[config.mk]
export PLATFORM = sky130hd
export DESIGN_NAME = inst_dispatch_router
export DESIGN_NICKNAME = d
export VERILOG_FILES = /design/src/rtl/inst_dispatch_router.sv
export SDC_FILE = /design/constraint.sdc
export NUM_CORES = 2
export LEC_CHECK = 0
export ABC_CLOCK_PERIOD_IN_PS = 18840
export CORE_UTILIZATION = 50
export DETAILED_ROUTE_END_ITERATION = 10
export GPL_TIMING_DRIVEN = 0
export PLACE_DENSITY_LB_ADDON = 0.2
export SLEW_MARGIN = 25
export SYNTH_ARGS = -nofsm -noshare
export SYNTH_HDL_FRONTEND = slang
export SYNTH_SLANG_ARGS = --single-unit
[constraint.sdc]
create_clock -name clk -period 18.84 [get_ports clk]
set_input_delay 3.768 -clock clk [delete_from_list [all_inputs] [get_ports clk]]
set_output_delay 3.768 -clock clk [all_outputs]
set_load 0.01 [all_outputs]
[src/rtl/inst_dispatch_router.sv]
// Buffered dispatch router: steers renamed instructions into per-FU FIFOs by fu_choice
// and snoops PRN wakeup broadcasts so that buffered operands become ready while they wait.

module inst_dispatch_chan #(
    parameter int INST_ID_BITS = 6,
    parameter int PRN_BITS     = 6,
    parameter int MAX_OPERANDS = 3,
    parameter int BUF_DEPTH    = 2,
    parameter int WAKE_PORTS   = 4
) (
    input  logic                                     clk,
    input  logic                                     rst,
    input  logic                                     flush_i,
    input  logic                                     push_i,
    input  logic [INST_ID_BITS-1:0]                  inst_id_i,
    input  logic [31:0]                              raw_instr_i,
    input  logic [63:0]                              instr_pc_i,
    input  logic [MAX_OPERANDS-1:0]                  piv_i,
    input  logic [MAX_OPERANDS-1:0]                  pir_i,
    input  logic [MAX_OPERANDS-1:0][PRN_BITS-1:0]    pi_i,
    input  logic [MAX_OPERANDS-1:0]                  pov_i,
    input  logic [MAX_OPERANDS-1:0][PRN_BITS-1:0]    po_i,
    input  logic [WAKE_PORTS-1:0]                    wake_valid_i,
    input  logic [WAKE_PORTS-1:0][PRN_BITS-1:0]      wake_prn_i,
    input  logic                                     out_ready_i,
    output logic                                     out_valid_o,
    output logic                                     queue_ready_o,
    output logic [INST_ID_BITS-1:0]                  inst_id_o,
    output logic [31:0]                              raw_instr_o,
    output logic [63:0]                              instr_pc_o,
    output logic [MAX_OPERANDS-1:0]                  piv_o,
    output logic [MAX_OPERANDS-1:0]                  pir_o,
    output logic [MAX_OPERANDS-1:0][PRN_BITS-1:0]    pi_o,
    output logic [MAX_OPERANDS-1:0]                  pov_o,
    output logic [MAX_OPERANDS-1:0][PRN_BITS-1:0]    po_o
);
    localparam int PW = (BUF_DEPTH > 1) ? $clog2(BUF_DEPTH) : 1;
    localparam int CW = $clog2(BUF_DEPTH + 1);
    localparam logic [PW-1:0] PTR_LAST = PW'(BUF_DEPTH - 1);
    localparam logic [CW-1:0] CNT_FULL = CW'(BUF_DEPTH);

    typedef struct packed {
        logic [INST_ID_BITS-1:0]                  id;
        logic [31:0]                              raw;
        logic [63:0]                              pc;
        logic [MAX_OPERANDS-1:0]                  piv;
        logic [MAX_OPERANDS-1:0]                  pir;
        logic [MAX_OPERANDS-1:0][PRN_BITS-1:0]    pi;
        logic [MAX_OPERANDS-1:0]                  pov;
        logic [MAX_OPERANDS-1:0][PRN_BITS-1:0]    po;
    } entry_t;

    entry_t                                  mem_q [BUF_DEPTH];
    entry_t                                  push_entry;
    entry_t                                  head;
    logic [CW-1:0]                           count_q, count_d;
    logic [PW-1:0]                           head_q, head_d, tail_q, tail_d;
    logic [BUF_DEPTH-1:0][MAX_OPERANDS-1:0]  hit;
    logic                                    push, pop;

    assign out_valid_o   = (count_q != '0);
    assign queue_ready_o = (count_q < CNT_FULL);
    assign push = push_i && !flush_i;
    assign pop  = out_valid_o && out_ready_i && !flush_i;
    assign head = mem_q[head_q];

    assign push_entry = '{id: inst_id_i, raw: raw_instr_i, pc: instr_pc_i, piv: piv_i,
                          pir: pir_i, pi: pi_i, pov: pov_i, po: po_i};

    // Only operands that are in use can be woken; unused slots keep their bits.
    always_comb begin
        hit = '0;
        for (int e = 0; e < BUF_DEPTH; e++)
            for (int k = 0; k < MAX_OPERANDS; k++)
                for (int w = 0; w < WAKE_PORTS; w++)
                    if (mem_q[e].piv[k] && wake_valid_i[w] && wake_prn_i[w] == mem_q[e].pi[k])
                        hit[e][k] = 1'b1;
    end

    always_comb begin
        head_d  = head_q;
        tail_d  = tail_q;
        count_d = count_q;
        if (pop)
            head_d = (head_q == PTR_LAST) ? '0 : head_q + 1'b1;
        if (push)
            tail_d = (tail_q == PTR_LAST) ? '0 : tail_q + 1'b1;
        if (push && !pop)
            count_d = count_q + 1'b1;
        else if (!push && pop)
            count_d = count_q - 1'b1;
    end

    always_ff @(posedge clk) begin
        if (rst || flush_i) begin
            count_q <= '0;
            head_q  <= '0;
            tail_q  <= '0;
        end else begin
            count_q <= count_d;
            head_q  <= head_d;
            tail_q  <= tail_d;
        end
    end

    // Payload needs no reset: idle outputs are masked by out_valid.
    always_ff @(posedge clk) begin
        for (int e = 0; e < BUF_DEPTH; e++) begin
            mem_q[e].pir <= mem_q[e].pir | hit[e];
            if (push && tail_q == PW'(e))
                mem_q[e] <= push_entry;
        end
    end

    // Head ready bits include this cycle's wakeups so a popping FU sees them.
    always_comb begin
        inst_id_o   = '0;
        raw_instr_o = '0;
        instr_pc_o  = '0;
        piv_o       = '0;
        pir_o       = '0;
        pi_o        = '0;
        pov_o       = '0;
        po_o        = '0;
        if (out_valid_o) begin
            inst_id_o   = head.id;
            raw_instr_o = head.raw;
            instr_pc_o  = head.pc;
            piv_o       = head.piv;
            pir_o       = head.pir | hit[head_q];
            pi_o        = head.pi;
            pov_o       = head.pov;
            po_o        = head.po;
        end
    end
endmodule

module inst_dispatch_router #(
    parameter int INST_ID_BITS = 6,
    parameter int PRN_BITS     = 6,
    parameter int MAX_OPERANDS = 3,
    parameter int FU_COUNT     = 4,
    parameter int FUC_BITS     = 2,
    parameter int BUF_DEPTH    = 2,
    parameter int WAKE_PORTS   = 4
) (
    input  logic                                                clk,
    input  logic                                                rst,
    input  logic                                                in_valid,
    output logic                                                in_ready,
    input  logic [INST_ID_BITS-1:0]                             in_inst_id,
    input  logic [31:0]                                         in_raw_instr,
    input  logic [63:0]                                         in_instr_pc,
    input  logic [FUC_BITS-1:0]                                 in_fu_choice,
    input  logic [MAX_OPERANDS-1:0]                             in_prn_input_valid,
    input  logic [MAX_OPERANDS-1:0]                             in_prn_input_ready,
    input  logic [MAX_OPERANDS-1:0][PRN_BITS-1:0]               in_prn_input,
    input  logic [MAX_OPERANDS-1:0]                             in_prn_output_valid,
    input  logic [MAX_OPERANDS-1:0][PRN_BITS-1:0]               in_prn_output,
    input  logic [WAKE_PORTS-1:0]                               wake_valid,
    input  logic [WAKE_PORTS-1:0][PRN_BITS-1:0]                 wake_prn,
    input  logic                                                flush,
    output logic [FU_COUNT-1:0]                                 out_valid,
    input  logic [FU_COUNT-1:0]                                 out_ready,
    output logic [FU_COUNT-1:0][INST_ID_BITS-1:0]               out_inst_id,
    output logic [FU_COUNT-1:0][31:0]                           out_raw_instr,
    output logic [FU_COUNT-1:0][63:0]                           out_instr_pc,
    output logic [FU_COUNT-1:0][MAX_OPERANDS-1:0]               out_prn_input_valid,
    output logic [FU_COUNT-1:0][MAX_OPERANDS-1:0]               out_prn_input_ready,
    output logic [FU_COUNT-1:0][MAX_OPERANDS-1:0][PRN_BITS-1:0] out_prn_input,
    output logic [FU_COUNT-1:0][MAX_OPERANDS-1:0]               out_prn_output_valid,
    output logic [FU_COUNT-1:0][MAX_OPERANDS-1:0][PRN_BITS-1:0] out_prn_output,
    output logic [FU_COUNT-1:0]                                 queue_ready,
    output logic                                                route_err
);
    localparam logic [FUC_BITS:0] FU_LIM = (FUC_BITS + 1)'(FU_COUNT);

    logic                    legal, sel_qready, push, route_err_q;
    logic [MAX_OPERANDS-1:0] in_pir_woken;

    assign legal = ({1'b0, in_fu_choice} < FU_LIM);

    // Accept decision uses registered occupancy only, never out_ready.
    always_comb begin
        sel_qready = 1'b0;
        for (int i = 0; i < FU_COUNT; i++)
            if (in_fu_choice == FUC_BITS'(i))
                sel_qready = queue_ready[i];
    end

    assign in_ready = !flush && (legal ? sel_qready : 1'b1);
    assign push     = in_valid && in_ready;

    always_comb begin
        in_pir_woken = in_prn_input_ready;
        for (int k = 0; k < MAX_OPERANDS; k++)
            for (int w = 0; w < WAKE_PORTS; w++)
                if (in_prn_input_valid[k] && wake_valid[w] && wake_prn[w] == in_prn_input[k])
                    in_pir_woken[k] = 1'b1;
    end

    always_ff @(posedge clk) begin
        if (rst)
            route_err_q <= 1'b0;
        else
            route_err_q <= push && !legal;
    end

    assign route_err = route_err_q;

    for (genvar g = 0; g < FU_COUNT; g++) begin : g_chan
        inst_dispatch_chan #(
            .INST_ID_BITS (INST_ID_BITS),
            .PRN_BITS     (PRN_BITS),
            .MAX_OPERANDS (MAX_OPERANDS),
            .BUF_DEPTH    (BUF_DEPTH),
            .WAKE_PORTS   (WAKE_PORTS)
        ) u_chan (
            .clk           (clk),
            .rst           (rst),
            .flush_i       (flush),
            .push_i        (push && legal && in_fu_choice == FUC_BITS'(g)),
            .inst_id_i     (in_inst_id),
            .raw_instr_i   (in_raw_instr),
            .instr_pc_i    (in_instr_pc),
            .piv_i         (in_prn_input_valid),
            .pir_i         (in_pir_woken),
            .pi_i          (in_prn_input),
            .pov_i         (in_prn_output_valid),
            .po_i          (in_prn_output),
            .wake_valid_i  (wake_valid),
            .wake_prn_i    (wake_prn),
            .out_ready_i   (out_ready[g]),
            .out_valid_o   (out_valid[g]),
            .queue_ready_o (queue_ready[g]),
            .inst_id_o     (out_inst_id[g]),
            .raw_instr_o   (out_raw_instr[g]),
            .instr_pc_o    (out_instr_pc[g]),
            .piv_o         (out_prn_input_valid[g]),
            .pir_o         (out_prn_input_ready[g]),
            .pi_o          (out_prn_input[g]),
            .pov_o         (out_prn_output_valid[g]),
            .po_o          (out_prn_output[g])
        );
    end
endmodule

== Yosys cells after proc, flatten, opt, wreduce, memory -nomap -nowiden ==
Memories as Yosys holds them, arrays and structs flattened. A register that Yosys moved wholly into a read port is not among the register bits.
Cells that the tools add are included.

* Add/sub/neg operators: 16
* $mul: 0
* Div/mod/pow operators: 0
* $lt $le $gt $ge: 8
* Eq/ne operators: 111
* Shift operators: 0
* Mux-type cells: 200
* Bitwise logic cells: 24
* Reductions and logical operators: 269

{| class="wikitable"
|+ Operators by type and width
! kind !! count
|-
| == test 6 bit || 108
|-
| 2-to-1 mux 64 bit || 4
|-
| logical AND 1 bit || 250
|-
| 2-to-1 mux 1 bit || 144
|-
| 2-to-1 mux 18 bit || 8
|-
| 2-to-1 mux 32 bit || 4
|-
| 2-to-1 mux 3 bit || 28
|-
| OR 3 bit || 12
|-
| 2-to-1 mux 6 bit || 4
|-
| 2-to-1 mux 2 bit || 8
|-
| nonzero test 2 bit || 8
|-
| zero test 1 bit || 9
|-
| adder 1 bit, second input constant || 8
|-
| adder 2 x 1 -> 2 bit, second input constant || 4
|-
| < comparator 1 x 2 -> 1 bit, second input constant || 4
|-
| < comparator 2 bit, second input constant || 4
|-
| OR 1 bit, first input constant || 8
|-
| subtractor 2 x 1 -> 2 bit, second input constant || 4
|-
| == test 2 bit, second input constant || 2
|-
| NOT 1 bit || 4
|-
| == test 2 x 1 -> 1 bit, second input constant || 1
|-
| zero test 2 bit || 1
|-
| logical OR 1 bit || 1
|}

* Register bits: 16
* Bits in latches: 0
* Bits in writable memories: 1,176
* Memory bits (read-only): 0
* Bits of input ports: 185
* Output and inout bits: 598
* Logic and storage cells: 644
* Memories kept: 4

{| class="wikitable"
|+ Memories
! name !! words !! bits a word !! rd ports !! clocked after Yosys merged registers in !! wr ports !! RTL line !! RTL
|-
| g_chan[0].u_chan.mem_q || 2 || 147 || 3 || 1 || 2 || 53 || <nowiki>entry_t mem_q [BUF_DEPTH];</nowiki>
|-
| g_chan[1].u_chan.mem_q || 2 || 147 || 3 || 1 || 2 || 53 ||
|-
| g_chan[2].u_chan.mem_q || 2 || 147 || 3 || 1 || 2 || 53 ||
|-
| g_chan[3].u_chan.mem_q || 2 || 147 || 3 || 1 || 2 || 53 ||
|}

== Longest topological paths before layout ==
* Depth after elaboration: 13
* Gate-level depth with buffers: 9
* Gate-level depth less buffers: 8

== Cells and area by module ==
Synthesis repeated with hierarchy kept, for this count alone.

* Cell total of the unflattened synthesis: 3,946
* Area, all modules: 54,722.5 um^2

{| class="wikitable"
|+ By module, submodules not included
! module !! times used !! cells an instance !! area an instance (um^2) !! sequential area each (um^2)
|-
| inst_dispatch_chan at g_chan[1].u_chan || 1 || 955 || 13,545.5 || 8,868.5
|-
| inst_dispatch_chan at g_chan[2].u_chan || 1 || 955 || 13,521.7 || 8,868.5
|-
| inst_dispatch_chan at g_chan[3].u_chan || 1 || 954 || 13,417.9 || 8,868.5
|-
| inst_dispatch_chan at g_chan[0].u_chan || 1 || 951 || 13,261.5 || 8,868.5
|-
| inst_dispatch_router || 1 || 131 || 975.9 || 0.0
|}

== Worst setup path before layout ==
No wires, ideal clock.

* Path type: input -> register
* Start point: input port in_fu_choice[0]
* End point: memory g_chan[2].u_chan.mem_q[0][39] (netlist bit)
* Library setup time: 0.648 ns
* Arrival: 18.480 ns
* Data required time: 18.192 ns
* Setup slack: -0.288 ns
* Cell stages on the path: 2
* Buffers on the path: 0
* Cells stage by stage: nor4_1 a21oi_1

{| class="wikitable"
|+ RTL lines
! item !! RTL line !! RTL
|-
| from (decl) || 154 || <nowiki>input logic [FUC_BITS-1:0] in_fu_choice,</nowiki>
|-
| to (decl) || 53 ||
|}

==> summary.txt <==
status - complete, no violations
RSZ-0062 raised after global routing - no
CTS tree - built
CP Class - in2out
Max Cap Viol - 0
worst min path class - reg2reg
layout cells sized above 1 - 8.66%
DR vias - 36,300
global-route wire length before repair - 256 mm
Leakage - 21.5 nW
Post-Layout Cell Count - 6,337
I/O Pins - 783
M1 WL - 72.0 mm
async set-or-reset flop fraction in the synthesized netlist - 0%
DPL Wire Length - 129 mm
CP arrival - 7.06 ns
Yosys cell types - 49
CP max FO - 10
Layout area overhead - 26.3%
reg2reg end - g_chan[3].u_chan.count_q[1]
post-synthesis register bit count - 1,196
most frequent cell after synthesis - edfxtp_1
Total Nets Final - 5,005
worst setup margin - 8.01 ns
Cells after DPL - 6,097
initial antenna violation count - 20
switching share of power - 22.9%
Synth area leader - edfxtp_1
largest net degree at the start of global routing - 72
CTS Sinks - 1,196
EDFF count, synth - 1,152
Req. time, crit path - 15.07 ns
Congestion Overflow GR - 0
Residual DRC - 0
DR vias/cell - 5.73
Fmax - 92.4 MHz
Seq/Total Area, Yosys - 65.8%
reg-to-reg startpoint - g_chan[3].u_chan.count_q[1]
starting density of the core - 50.4%
final setup fails - 0
highest routed layer - met5
GPL Wtd Cong - 0.970
final slew viol count - 0
Worst setup endpoint - out_prn_input_ready[11]
root buffer cell - clkbuf_16
Layout Utilization - 63.7%
Int Power - 4.45 mW
top cells by area, synth - edfxtp_1 64%, mux2i_1 11%, xnor2_1 5.7%, xor2_1 5.1%, nor2_1 4.2%
Die W - 330 um
Pwr Total - 5.78 mW
worst slew pin tran - 1.14 ns
R2R depth - 9
routed wire length - 186 mm
YS warnings - 0
Final ANT Viol Nets - 0
number of setup buffers added after CTS - 0
post-DR wirelength/cell - 29.3 um
Final min period - 10.83 ns
Commonest cells post-synth - 1,152 x edfxtp_1, 604 x nor2_1, 593 x mux2i_1
Worst setup SP type - input pin
Starting DRT DRC Count - 3,756
worst skew pair latency - 0.75 ns
clk slew on worst S/H paths - 0.07 ns
Die Height - 330 um
Pwr per Cell Area - 84.9 nW/um^2
CTS Buf Count - 120
flop2flop setup slack - 16.20 ns
Seq pwr share - 51.4%
Pre-antenna DRT Iters - 5
core area - 107,000 um^2
Final Skew - 0.0689 ns
Gate power share - 7.5%
Rows - 120
Mapped Nets - 4,070
met3 wire len - 17.6 mm
Post-Place Setup Slack - 8.20 ns
post-cts gate resize count - 0
H-tree Lvls - 3
multi-input logic area - 16,600 um^2
sw power - 1.32 mW
Critical Path Source - wake_prn[9]
Yosys top cell area share - 64.2%
hold_buf cts - 0
routed wl met2 - 86.7 mm
Hold Slack - 0.487 ns
register area - 35,500 um^2
Hold Fails Final Rpt - 0
Final period util - 57.5%
syn_area_per_cell - 13.9 um^2
Post-Syn Area - 53,900 um^2
GR Util All Layers - 33.4%
crit path capture type - primary output
ys flop type - edfxtp_1
clock share of power - 41.1%
die area - 109,000 um^2
VDD IR-drop max - 0.0821 mV
Port Buf Inserts - 753
Cells after Synth - 3,881
vias in the first global route - 35,000
fill count - 8,081
clk buf depth - 3
relative slew slack - 23.2%
power by group through the flow:
stage / Clock, mW / Combinational (mW) / Sequential [mW]
final: 2.37 / 0.436 / 2.97
after global routing: 2.49 / 0.455 / 2.97
after CTS: 2.39 / 0.429 / 2.97
after detailed placement: 0 / 0.426 / 3.03
after floorplan: 0 / 0.206 / 3.03
after global placement: 0 / 0.413 / 3.04
critical path, cell delays in order:
cell and delay (ns):
buf_2 0.50, buf_4 0.41, xor2_1 0.22, nor4_1 0.08, o41ai_1 1.00, a31oi_1 0.46
clkdlybuf4s50_1 0.60
cell usage in the layout, fill, tap and decap left out, types with 10 or more instances in the layout:
cell	count
nor2_1	604
clkdlybuf4s50_1	753
diode_2	12
xor2_1	314
mux2i_1	593
clkbuf_2	14
dfxtp_1	44
clkbuf_1	199
buf_6	11
buf_12	10
clkinv_1	32
nor4_1	102
buf_1	35
buf_2	96
xnor2_1	350
buf_4	79
bufinv_16	11
edfxtp_1	1152
nand3_1	36
a21oi_1	24
o21ai_0	12
clkinv_2	25
nand2_1	61
nor3_1	23
clkbuf_16	120
nand4_1	102
buf_16	13
logic make-up (layout without fill, tap and decap cells):
kind of cell    Yosys count  in the layout  synth area share, %
compound gates           65             65                0.806
other cells               1             13              0.00696
fa+ha+maj                 4              4               0.0929
flops                  1196           1196                 65.8
simple gates            961            961                 8.03
mux                     594            594                 11.1
buf+inv                 396           1437                 3.39
xor+xnor                664            664                 10.8
cell type report:
type                       count  share of cell area, %
timing repair buffer         813                   12.4
clock inverter                90                   1.20
inverter                       9                 0.0496
antenna                       12                 0.0441
multi-input combinational   2289                   24.4
buffer                       387                   2.72
tap                         1403                   2.58
clock buffer                 138                   4.53
sequential                  1196                   52.1
how the worst min path moves through the flow:
stage	start	endpoint	slack, ns	cells after the start
after floorplan	g_chan[0].u_chan.mem_q[0][41]	g_chan[0].u_chan.mem_q[0][41]	0.45	1
after global placement	g_chan[0].u_chan.mem_q[0][41]	g_chan[0].u_chan.mem_q[0][41]	0.47	1
after detailed placement	g_chan[0].u_chan.mem_q[0][41]	g_chan[0].u_chan.mem_q[0][41]	0.47	1
after CTS	g_chan[0].u_chan.mem_q[0][41]	g_chan[0].u_chan.mem_q[0][41]	0.49	1
after global routing	g_chan[0].u_chan.mem_q[0][41]	g_chan[0].u_chan.mem_q[0][41]	0.52	1
final	g_chan[0].u_chan.mem_q[0][41]	g_chan[0].u_chan.mem_q[0][41]	0.49	1
metrics by stage:
step	cell area (um^2)	TNS (ns)
after floorplan	53900	0
after global placement	63200	-622.35
after detailed placement	64100	0
after CTS	68000	0
after global routing	68100	0
final	68100	0
flip-flops by register name, summed over array words and instances, names as in the netlist, named ones only:
| signal | cells |
|---|---|
| g_chan.u_chan.tail_q | 4 |
| g_chan.u_chan.head_q | 4 |
| g_chan.u_chan.mem_q | 1176 |
| g_chan.u_chan.count_q | 8 |
per-layer routing:
layer	vias up	GRT usage [%]
met1	18200	43.1
met4	14	16.0
met5	-	0
met2	1899	52.8
met3	433	8.54
li1	15800	-
No activity file was read; power rests on OpenSTA's default activity.
